## config.mk

```make
export PLATFORM = sky130hd
export DESIGN_NAME = uart_controller
export DESIGN_NICKNAME = d
export VERILOG_FILES = /design/src/rtl/uart_controller.sv
export SDC_FILE = /design/constraint.sdc
export NUM_CORES = 1
export LEC_CHECK = 0
export ABC_AREA = 1
export BUFFER_PORTS_ARGS = -buffer_cell sky130_fd_sc_hd__buf_2
export CORE_MARGIN = 5
export CORE_UTILIZATION = 39
export CTS_CLUSTER_DIAMETER = 150
export CTS_CLUSTER_SIZE = 40
export DETAILED_ROUTE_END_ITERATION = 10
export PLACE_DENSITY = 0.73
export RECOVER_POWER = 100
export SYNTH_ARGS = -nofsm -noshare
export SYNTH_HDL_FRONTEND = slang
export SYNTH_SLANG_ARGS = --single-unit
```

## constraint.sdc

```tcl
create_clock -name pclk -period 3.4 [get_ports pclk]
set_clock_uncertainty 0.1 [all_clocks]
set_input_delay 0.51 -clock pclk [delete_from_list [all_inputs] [get_ports pclk]]
set_output_delay 0.51 -clock pclk [all_outputs]
set_load 0.02 [all_outputs]
```

## src/rtl/uart_controller.sv

```systemverilog
// APB-mapped UART: one TX and one RX engine, 8 data bits, LSB first, 1 stop bit.
// Define UART_PARITY_EN to add an even-parity bit (generated on TX, checked on RX).
module uart_controller #(
  parameter int CLKS_PER_BIT = 5208
) (
  input  logic        pclk,
  input  logic        presetn,
  input  logic [31:0] paddr,
  input  logic        psel,
  input  logic        penable,
  input  logic        pwrite,
  input  logic [31:0] pwdata,
  output logic [31:0] prdata,
  input  logic        RX,
  output logic        TX,
  output logic        TX_DONE,
  output logic        ERROR,
  output logic        FULL
);
  localparam int CW = $clog2(CLKS_PER_BIT + 1);
  localparam logic [CW-1:0] LAST = CW'(CLKS_PER_BIT - 1);
  localparam logic [CW-1:0] HALF = CW'(CLKS_PER_BIT / 2 - 1);

  typedef enum logic [2:0] {S_IDLE, S_START, S_DATA, S_PARITY, S_STOP} state_t;

  state_t          r_tx_st, w_tx_nx, r_rx_st, w_rx_nx;
  logic [CW-1:0]   r_tx_cnt, r_rx_cnt;
  logic [2:0]      r_tx_bit, r_rx_bit;
  logic [7:0]      r_tx_data, r_tx_shift, r_rx_shift, r_rx_data;
  logic            r_tx_done_p, r_rx_meta, r_rx_sync, r_rx_prev;
  logic            r_full, r_perr, r_ferr, r_ovr, r_txdone;
`ifdef UART_PARITY_EN
  logic            r_rx_par;
`endif
  logic            w_wr, w_rd, w_tx_go, w_tx_last, w_rx_last, w_store, w_tx_end, w_stat_wr;
  logic [7:0]      w_addr;
  logic            w_unused;

  assign w_addr    = paddr[7:0];
  assign w_wr      = psel & penable & pwrite;
  assign w_rd      = psel & penable & ~pwrite;
  assign w_tx_go   = w_wr && (w_addr == 8'h00) && (r_tx_st == S_IDLE);
  assign w_stat_wr = w_wr && (w_addr == 8'h08);
  assign w_tx_last = (r_tx_cnt == LAST);
  assign w_rx_last = (r_rx_cnt == LAST);
  assign w_tx_end  = (r_tx_st == S_STOP) && w_tx_last;
  assign w_store   = (r_rx_st == S_STOP) && w_rx_last;
  assign w_unused  = ^{paddr[31:8], pwdata[31:8]};

  // ---------------- TX ----------------
  always_ff @(posedge pclk) begin
    if (presetn) r_tx_st <= S_IDLE;
    else         r_tx_st <= w_tx_nx;
  end

  always_comb begin
    w_tx_nx = r_tx_st;
    TX      = 1'b1;
    case (r_tx_st)
      S_IDLE:   if (w_tx_go) w_tx_nx = S_START;
      S_START:  begin TX = 1'b0; if (w_tx_last) w_tx_nx = S_DATA; end
      S_DATA: begin
        TX = r_tx_shift[0];
        if (w_tx_last && r_tx_bit == 3'd7)
`ifdef UART_PARITY_EN
          w_tx_nx = S_PARITY;
`else
          w_tx_nx = S_STOP;
`endif
      end
      S_PARITY: begin TX = ^r_tx_data; if (w_tx_last) w_tx_nx = S_STOP; end
      S_STOP:   if (w_tx_last) w_tx_nx = S_IDLE;
      default:  w_tx_nx = S_IDLE;
    endcase
  end

  always_ff @(posedge pclk) begin
    if (presetn) begin
      r_tx_cnt    <= '0;
      r_tx_bit    <= '0;
      r_tx_data   <= '0;
      r_tx_shift  <= '0;
      r_tx_done_p <= 1'b0;
    end else begin
      r_tx_done_p <= w_tx_end;
      if (w_tx_go) begin
        r_tx_data  <= pwdata[7:0];
        r_tx_shift <= pwdata[7:0];
        r_tx_cnt   <= '0;
        r_tx_bit   <= '0;
      end else if (r_tx_st != S_IDLE) begin
        r_tx_cnt <= w_tx_last ? '0 : r_tx_cnt + 1'b1;
        if (w_tx_last && r_tx_st == S_DATA) begin
          r_tx_shift <= {1'b0, r_tx_shift[7:1]};
          r_tx_bit   <= r_tx_bit + 1'b1;
        end
      end
    end
  end

  // ---------------- RX ----------------
  // prev lets IDLE react to a falling edge only, never to a line held low.
  always_ff @(posedge pclk) begin
    if (presetn) {r_rx_meta, r_rx_sync, r_rx_prev} <= 3'b111;
    else begin
      r_rx_meta <= RX;
      r_rx_sync <= r_rx_meta;
      r_rx_prev <= r_rx_sync;
    end
  end

  always_ff @(posedge pclk) begin
    if (presetn) r_rx_st <= S_IDLE;
    else         r_rx_st <= w_rx_nx;
  end

  always_comb begin
    w_rx_nx = r_rx_st;
    case (r_rx_st)
      S_IDLE:   if (r_rx_prev && !r_rx_sync) w_rx_nx = S_START;
      S_START:  if (r_rx_cnt == HALF) w_rx_nx = r_rx_sync ? S_IDLE : S_DATA;
      S_DATA:
        if (w_rx_last && r_rx_bit == 3'd7)
`ifdef UART_PARITY_EN
          w_rx_nx = S_PARITY;
`else
          w_rx_nx = S_STOP;
`endif
      S_PARITY: if (w_rx_last) w_rx_nx = S_STOP;
      S_STOP:   if (w_rx_last) w_rx_nx = S_IDLE;
      default:  w_rx_nx = S_IDLE;
    endcase
  end

  always_ff @(posedge pclk) begin
    if (presetn) begin
      r_rx_cnt   <= '0;
      r_rx_bit   <= '0;
      r_rx_shift <= '0;
`ifdef UART_PARITY_EN
      r_rx_par   <= 1'b0;
`endif
    end else begin
      case (r_rx_st)
        S_IDLE:  begin r_rx_cnt <= '0; r_rx_bit <= '0; end
        S_START: r_rx_cnt <= (r_rx_cnt == HALF) ? '0 : r_rx_cnt + 1'b1;
        default: begin
          r_rx_cnt <= w_rx_last ? '0 : r_rx_cnt + 1'b1;
          if (w_rx_last && r_rx_st == S_DATA) begin
            r_rx_shift <= {r_rx_sync, r_rx_shift[7:1]};
            r_rx_bit   <= r_rx_bit + 1'b1;
          end
`ifdef UART_PARITY_EN
          if (w_rx_last && r_rx_st == S_PARITY) r_rx_par <= r_rx_sync;
`endif
        end
      endcase
    end
  end

  // ---------------- status / holding register ----------------
  // Set conditions are tested first so a new event beats a same-cycle clear.
  always_ff @(posedge pclk) begin
    if (presetn) begin
      r_rx_data <= '0;
      r_full    <= 1'b0;
      r_perr    <= 1'b0;
      r_ferr    <= 1'b0;
      r_ovr     <= 1'b0;
      r_txdone  <= 1'b0;
    end else begin
      if (w_store) r_rx_data <= r_rx_shift;

      if (w_store)                          r_full <= 1'b1;
      else if (w_rd && w_addr == 8'h04)     r_full <= 1'b0;

      if (w_store && r_full)                r_ovr <= 1'b1;
      else if (w_stat_wr && pwdata[5])      r_ovr <= 1'b0;

      if (w_store && !r_rx_sync)            r_ferr <= 1'b1;
      else if (w_stat_wr && pwdata[4])      r_ferr <= 1'b0;

`ifdef UART_PARITY_EN
      if (w_store && (r_rx_par != ^r_rx_shift)) r_perr <= 1'b1;
      else if (w_stat_wr && pwdata[3])          r_perr <= 1'b0;
`else
      r_perr <= 1'b0;
`endif

      if (w_tx_end)                         r_txdone <= 1'b1;
      else if (w_stat_wr && pwdata[1])      r_txdone <= 1'b0;
    end
  end

  always_comb begin
    prdata = '0;
    if (psel && !pwrite) begin
      case (w_addr)
        8'h00:   prdata = {24'h0, r_tx_data};
        8'h04:   prdata = {24'h0, r_rx_data};
        8'h08:   prdata = {26'h0, r_ovr, r_ferr, r_perr, r_full, r_txdone, r_tx_st != S_IDLE};
        default: prdata = '0;
      endcase
    end
  end

  assign TX_DONE = r_tx_done_p;
  assign ERROR   = r_perr | r_ferr;
  assign FULL    = r_full;
endmodule

```

# Yosys cells after proc, flatten, opt, wreduce, memory -nomap -nowiden

Cells that the tools add are included.
Widths: inputs -> output; s select.

Add/sub/neg operators: 4
$mul: 0
Divide/modulo/power cells: 0
Order comparisons: 0
Equality and inequality tests: 25
Shifts and indexed selects: 0
Muxes and demuxes: 33
Bitwise logic cells: 6
Reduce and logical (&&, ||, !) cells: 39

Operators by type and width:

| cell                  | count |
|---|---|
| $mux 13               | 3 |
| $mux 3                | 11 |
| $mux 8                | 4 |
| $pmux 3 s5            | 2 |
| $add 13x1->13 const B | 2 |
| $eq 13x13->1 const B  | 2 |
| $pmux 13 s2           | 1 |
| $pmux 8 s3            | 1 |
| $ne 2x2->1 const B    | 10 |
| $logic_and 1x1->1     | 17 |
| $reduce_bool 2->1     | 7 |
| $eq 13x12->1 const B  | 1 |
| $eq 3x2->1 const B    | 4 |
| $eq 3x3->1 const B    | 4 |
| $reduce_and 5->1      | 2 |
| $eq 8x3->1 const B    | 1 |
| $eq 8x4->1 const B    | 1 |
| $logic_not 8->1       | 1 |
| $mux 1                | 8 |
| $reduce_and 2->1      | 4 |
| $reduce_xor 8->1      | 1 |
| $add 3x1->3 const B   | 2 |
| $eq 3x1->1 const B    | 2 |
| $logic_not 3->1       | 2 |
| 8 further kinds       | 14 |

Bits in registers: 78
Latch bits: 0
Memory bits (writable): 0
Memory bits (read-only): 0
Input bits: 70
Output and inout port bits: 36
Logic and storage cells: 125
Memories: 0

# Logic depth before layout (Yosys ltp)

Word-level depth: 6
Mapped depth: 11
Depth with buffers taken out: 11

# Worst setup path after synthesis

OpenSTA, ideal clock, no wires.

Kind: input to output
Start: in paddr[7]
End: out prdata[3]
Data arrival time: 1.669 ns
Data required time: 2.790 ns
Slack: 1.121 ns
Stages: 6
Path buffers: 1
Cell sequence: nor2_1 nand2_1 nor2_2 buf_6 nand2_1 a211oi_1

Longest elaborated chain between the ends: 3
Elaborated cells on any way between the ends: 5
Classes of those cells: eq/ne: 2; mux: 2; reduce/logical: 1

Ends and longest elaborated chain:

| what                                     | line | text |
|---|---|---|
| start, declared                          | 8    | `input logic [31:0] paddr,` |
| $eq 8x4->1, or another cell as far along | 198  | `case (w_addr)` |
| $pmux 8 s3 *                             | 198  |  |
| $mux 8 *                                 | 197  | `if (psel && !pwrite) begin` |
| end, declared                            | 13   | `output logic [31:0] prdata,` |

Every way passes the cells marked *; elsewhere a longest branch is shown, timed or not.

# Worst setup path after layout

Start: in paddr[7]
End: out prdata[4]

Same word-level chain as after synthesis.

==> impl_summary.log <==
INFO  metric rsz_0062_raised_after_global_routing = false
INFO  metric instance_count_of_the_mapped_netlist = 580
INFO  metric diodes = 0
INFO  metric max_slew_margin = 25.3%
INFO  metric grt_pass1_wl = 14.5 mm
INFO  metric timing.reg2reg.worst_path_depth = 10
INFO  metric worstHoldPathType = input port to flip-flop
INFO  metric num-nets-final = 688
INFO  metric outcome = completed
INFO  metric setup_total_negative_slack = 0 ns
INFO  metric floorplan.die.width = 113 um
INFO  metric tritoncts = done
INFO  metric placement.io_buffers = 33
INFO  metric routed_wire_length = 8.12 mm
INFO  metric yosys.area_share.simple = 37.4%
INFO  metric yosysWarningCount = 0
INFO  metric fmax = 368 MHz
INFO  metric crit-reg2reg-capture = r_rx_shift[6]
INFO  metric postCtsResizedCells = 0
INFO  metric num_cts_buffers = 9
INFO  metric number_of_antenna_violations_at_the_first_check_in_global_routing = 0
INFO  metric clock_power_share = 35.0%
INFO  metric final_layout_size_suffix_gt1_share = 13.3%
INFO  metric net_switching_power = 646 uW
INFO  metric crit_arrival = 2.11 ns
INFO  metric tightestPinTransition = 1.12 ns
INFO  metric route.vias.total = 3577
INFO  metric pin_count = 106
INFO  metric vdd.ir_drop.worst = 0.198 mV
INFO  metric pwr-share-seq = 47.6%
INFO  metric synth_compound_area_share = 7.25%
INFO  metric fillerInstances = 1079
INFO  metric grt-ovfl-total = 0
INFO  metric synth.distinct_cells = 43
INFO  metric critical_path_required = 2.79 ns
INFO  metric syn-mean-instance-area = 7.17 sq um
INFO  metric post-route-drc-count = 0
INFO  metric seq_area_frac_synth = 37.6%
INFO  metric power_density = 464 nW/um^2
INFO  metric num_rows = 37
INFO  metric grt_util_all_layers = 13.3%
INFO  metric crit_path_end_kind = primary output
INFO  metric clk_transition_reported_paths = 0.08 ns
INFO  metric fp.dieArea = 12800 sq um
INFO  metric synth.mux.area_fraction = 0%
INFO  metric r2r_setup_slack = 1.00 ns
INFO  metric power.switching_fraction = 31.6%
INFO  metric power_frac_comb = 17.4%
INFO  metric worstPathMaxFanout = 11
INFO  metric post-cts-setup-buffer-count = 0
INFO  metric hold_buffers = 0
INFO  metric timing.setup.critical_path_class = input port to primary output
INFO  metric die_h = 113 um
INFO  metric setup.worst_path.start_class = input port
INFO  metric initial_core_util = 40.1%
INFO  metric total_half_perimeter_wirelength_after_legalization_and_detailed_placement = 6.16 mm
INFO  metric postRouteAntennaNets = 0
INFO  metric avgViaCountPerCell = 4.75
INFO  metric yosys.area_share.xor_xnor = 3.58%
INFO  metric power.internal = 1.40 mW
INFO  metric hold_end = r_rx_meta
INFO  metric crit-reg2reg-launch = r_rx_cnt[0]
INFO  metric synth.ff_latch_count = 78
INFO  metric area_growth = 5.99%
INFO  metric hold_viol = 0
INFO  metric clock_latency = 0.36 ns
INFO  metric final_period_minus_worst_setup_slack = 2.72 ns
INFO  metric synth-adder-area-share = 1.81%
INFO  metric final-max-slew-violation-count = 0
INFO  metric hold_critical_path_depth = 2
INFO  metric hold_start = RX
INFO  metric h-tree-depth = 3
INFO  metric design.core.area = 10400 sq um
INFO  metric whs = 0.231 ns
INFO  metric detail_route.first_pass.iterations = 4
INFO  metric p_leak = 1.90 nW
INFO  metric syn-cell-area = 4160 sq um
INFO  metric max_cap_violations = 0
INFO  metric first_iter_violations = 121
INFO  metric period_share = 79.9%
INFO  metric clock_path_buffers = 2
INFO  metric clock_sinks = 78
INFO  metric timing.final.setup_violations = 0
INFO  metric synth_top_family_by_area = simple AND/OR/NAND/NOR gates
INFO  metric first_global_vias = 3452
INFO  metric cts-root-buf = clkbuf_8
INFO  metric pin_count_of_the_biggest_net_entering_global_routing = 25
INFO  metric detail_routed_net_length_per_standard_cell = 10.8 um
INFO  metric gp_routability_congestion = 0.839
-- layer usage --
layer	routed length (um)	vias to the layer above	share of wire (%)	GRT usage [%]
met2	3900	84	48	22.9
met4	157	0	1.9	4.89
met3	474	16	5.8	3.37
met5	0	-	0	0
li1	-	1845	-	-
met1	3580	1632	44	16.0
-- metrics by stage --
step / area [sq um] / power, mW / setup WS (ns) / utilization, % / cells
after floorplan: 4240 / 1.32 / 1.12 / - / 603
after global placement: 4320 / 1.35 / 0.939 / 41.6 / 737
after detailed placement: 4320 / 1.37 / 0.899 / 41.6 / 737
after CTS: 4520 / 2.08 / 0.895 / 43.6 / 753
after global routing: 4410 / 2.16 / 0.404 / 42.5 / 753
final: 4410 / 2.04 / 0.685 / 42.5 / 753
-- power by group through the flow --
stage | Sequential (mW) | Clock (mW) | Combinational (mW)
floorplan | 0.988 | 0 | 0.330
global placement | 0.992 | 0 | 0.358
detailed placement | 0.995 | 0 | 0.373
CTS | 0.973 | 0.736 | 0.376
global route | 0.980 | 0.775 | 0.410
finish | 0.973 | 0.714 | 0.355
-- cells by family after synthesis --
logic type / Yosys count
DFF: 78
AOI/OAI and AO/OA: 54
other: 1
xor gates and xnor gates: 17
buffers and inverters: 97
adders and majority gates: 6
and+or+nand+nor: 327
-- sequential cells by signal, indices dropped and copies added (netlist names) --
signal and count:
r_rx_cnt 13, r_ovr 1, r_tx_cnt 13, r_tx_st 3, r_rx_sync 1, TX_DONE 1
r_rx_bit 3, r_tx_data 8, FULL 1, r_tx_bit 3, r_rx_meta 1, r_txdone 1
r_rx_st 3, r_rx_data 8, r_tx_shift 8, r_ferr 1, r_rx_shift 8, r_rx_prev 1
-- worst max path at each step --
stage                  endpoint  slack, ns  depth (start not counted)     start
finish                prdata[4]       0.68                          9  paddr[7]
global route        r_tx_cnt[0]       0.40                         10  paddr[7]
CTS                   prdata[7]       0.89                          7  paddr[5]
detailed placement    prdata[4]       0.90                          9  paddr[5]
global placement      prdata[4]       0.94                          9  paddr[7]
floorplan             prdata[3]       1.12                          6  paddr[7]
-- cell usage after synthesis (all sizes together) --
cell	number	share of area, %
conb	1	0.090
nor2	114	12
or2	5	0.75
nand3	42	5.6
dlygate4sd1	1	0.21
nand2	140	14
clkbuf	3	0.27
clkinv	1	0.090
dfxtp	78	38
a22oi	1	0.18
and3	1	0.15
a31oi	1	0.15
o21ai	22	2.7
o31ai	2	0.36
xnor2	6	1.3
xor2	11	2.3
o22ai	2	0.30
buf	33	6.2
a21oi	23	3.0
ha	6	1.8
inv	59	5.5
a211oi	2	0.36
nor3	18	3.2
nand4	7	1.8
a31o	1	0.21
-- cells in the final DEF (no fill, tap or decap), types with 2 or more instances in the layout --
cell type   Yosys  layout
nand2_1       127     129
nor2_1         96     101
dfxtp_1        78      78
inv_1          49      51
nand3_1        39      41
conb_1          1      24
a21oi_1        21      22
o21ai_0        21      21
buf_2           2      20
clkbuf_1        3      14
nor3_1         11      13
xor2_1         11      11
nor2_2         12      11
nand2_2        11       9
clkbuf_8        0       9
xnor2_1         6       6
inv_2           8       6
nand4_1         5       6
ha_1            6       6
inv_6           1       4
nor3_2          6       4
or2_2           3       3
o22ai_1         2       2
a211oi_1        2       2
nand2_4         2       2
or2_1           2       2
nor2_4          5       2
o31ai_1         2       2
clkinvlp_4      0       2
-- critical path: stages --
cell and delay [ns]:
buf_2 0.09, nor2_1 0.09, nand2_1 0.12, nor2_1 0.54
nor3_1 0.21, nor2_1 0.20, nand2_1 0.07, inv_1 0.06
clkbuf_1 0.22
-- final cells by class --
type	instances	area [sq um]	area share (%)
Timing Repair Buffer	35	160	3.64
Multi-Input combinational cell	428	2080	47.2
Tap cell	136	170	3.86
Inverter	60	231	5.25
Clock buffer	9	124	2.81
Sequential cell	78	1560	35.4
Clock inverter	7	80.1	1.82
Note: power is estimated with default switching activity, not from simulation.
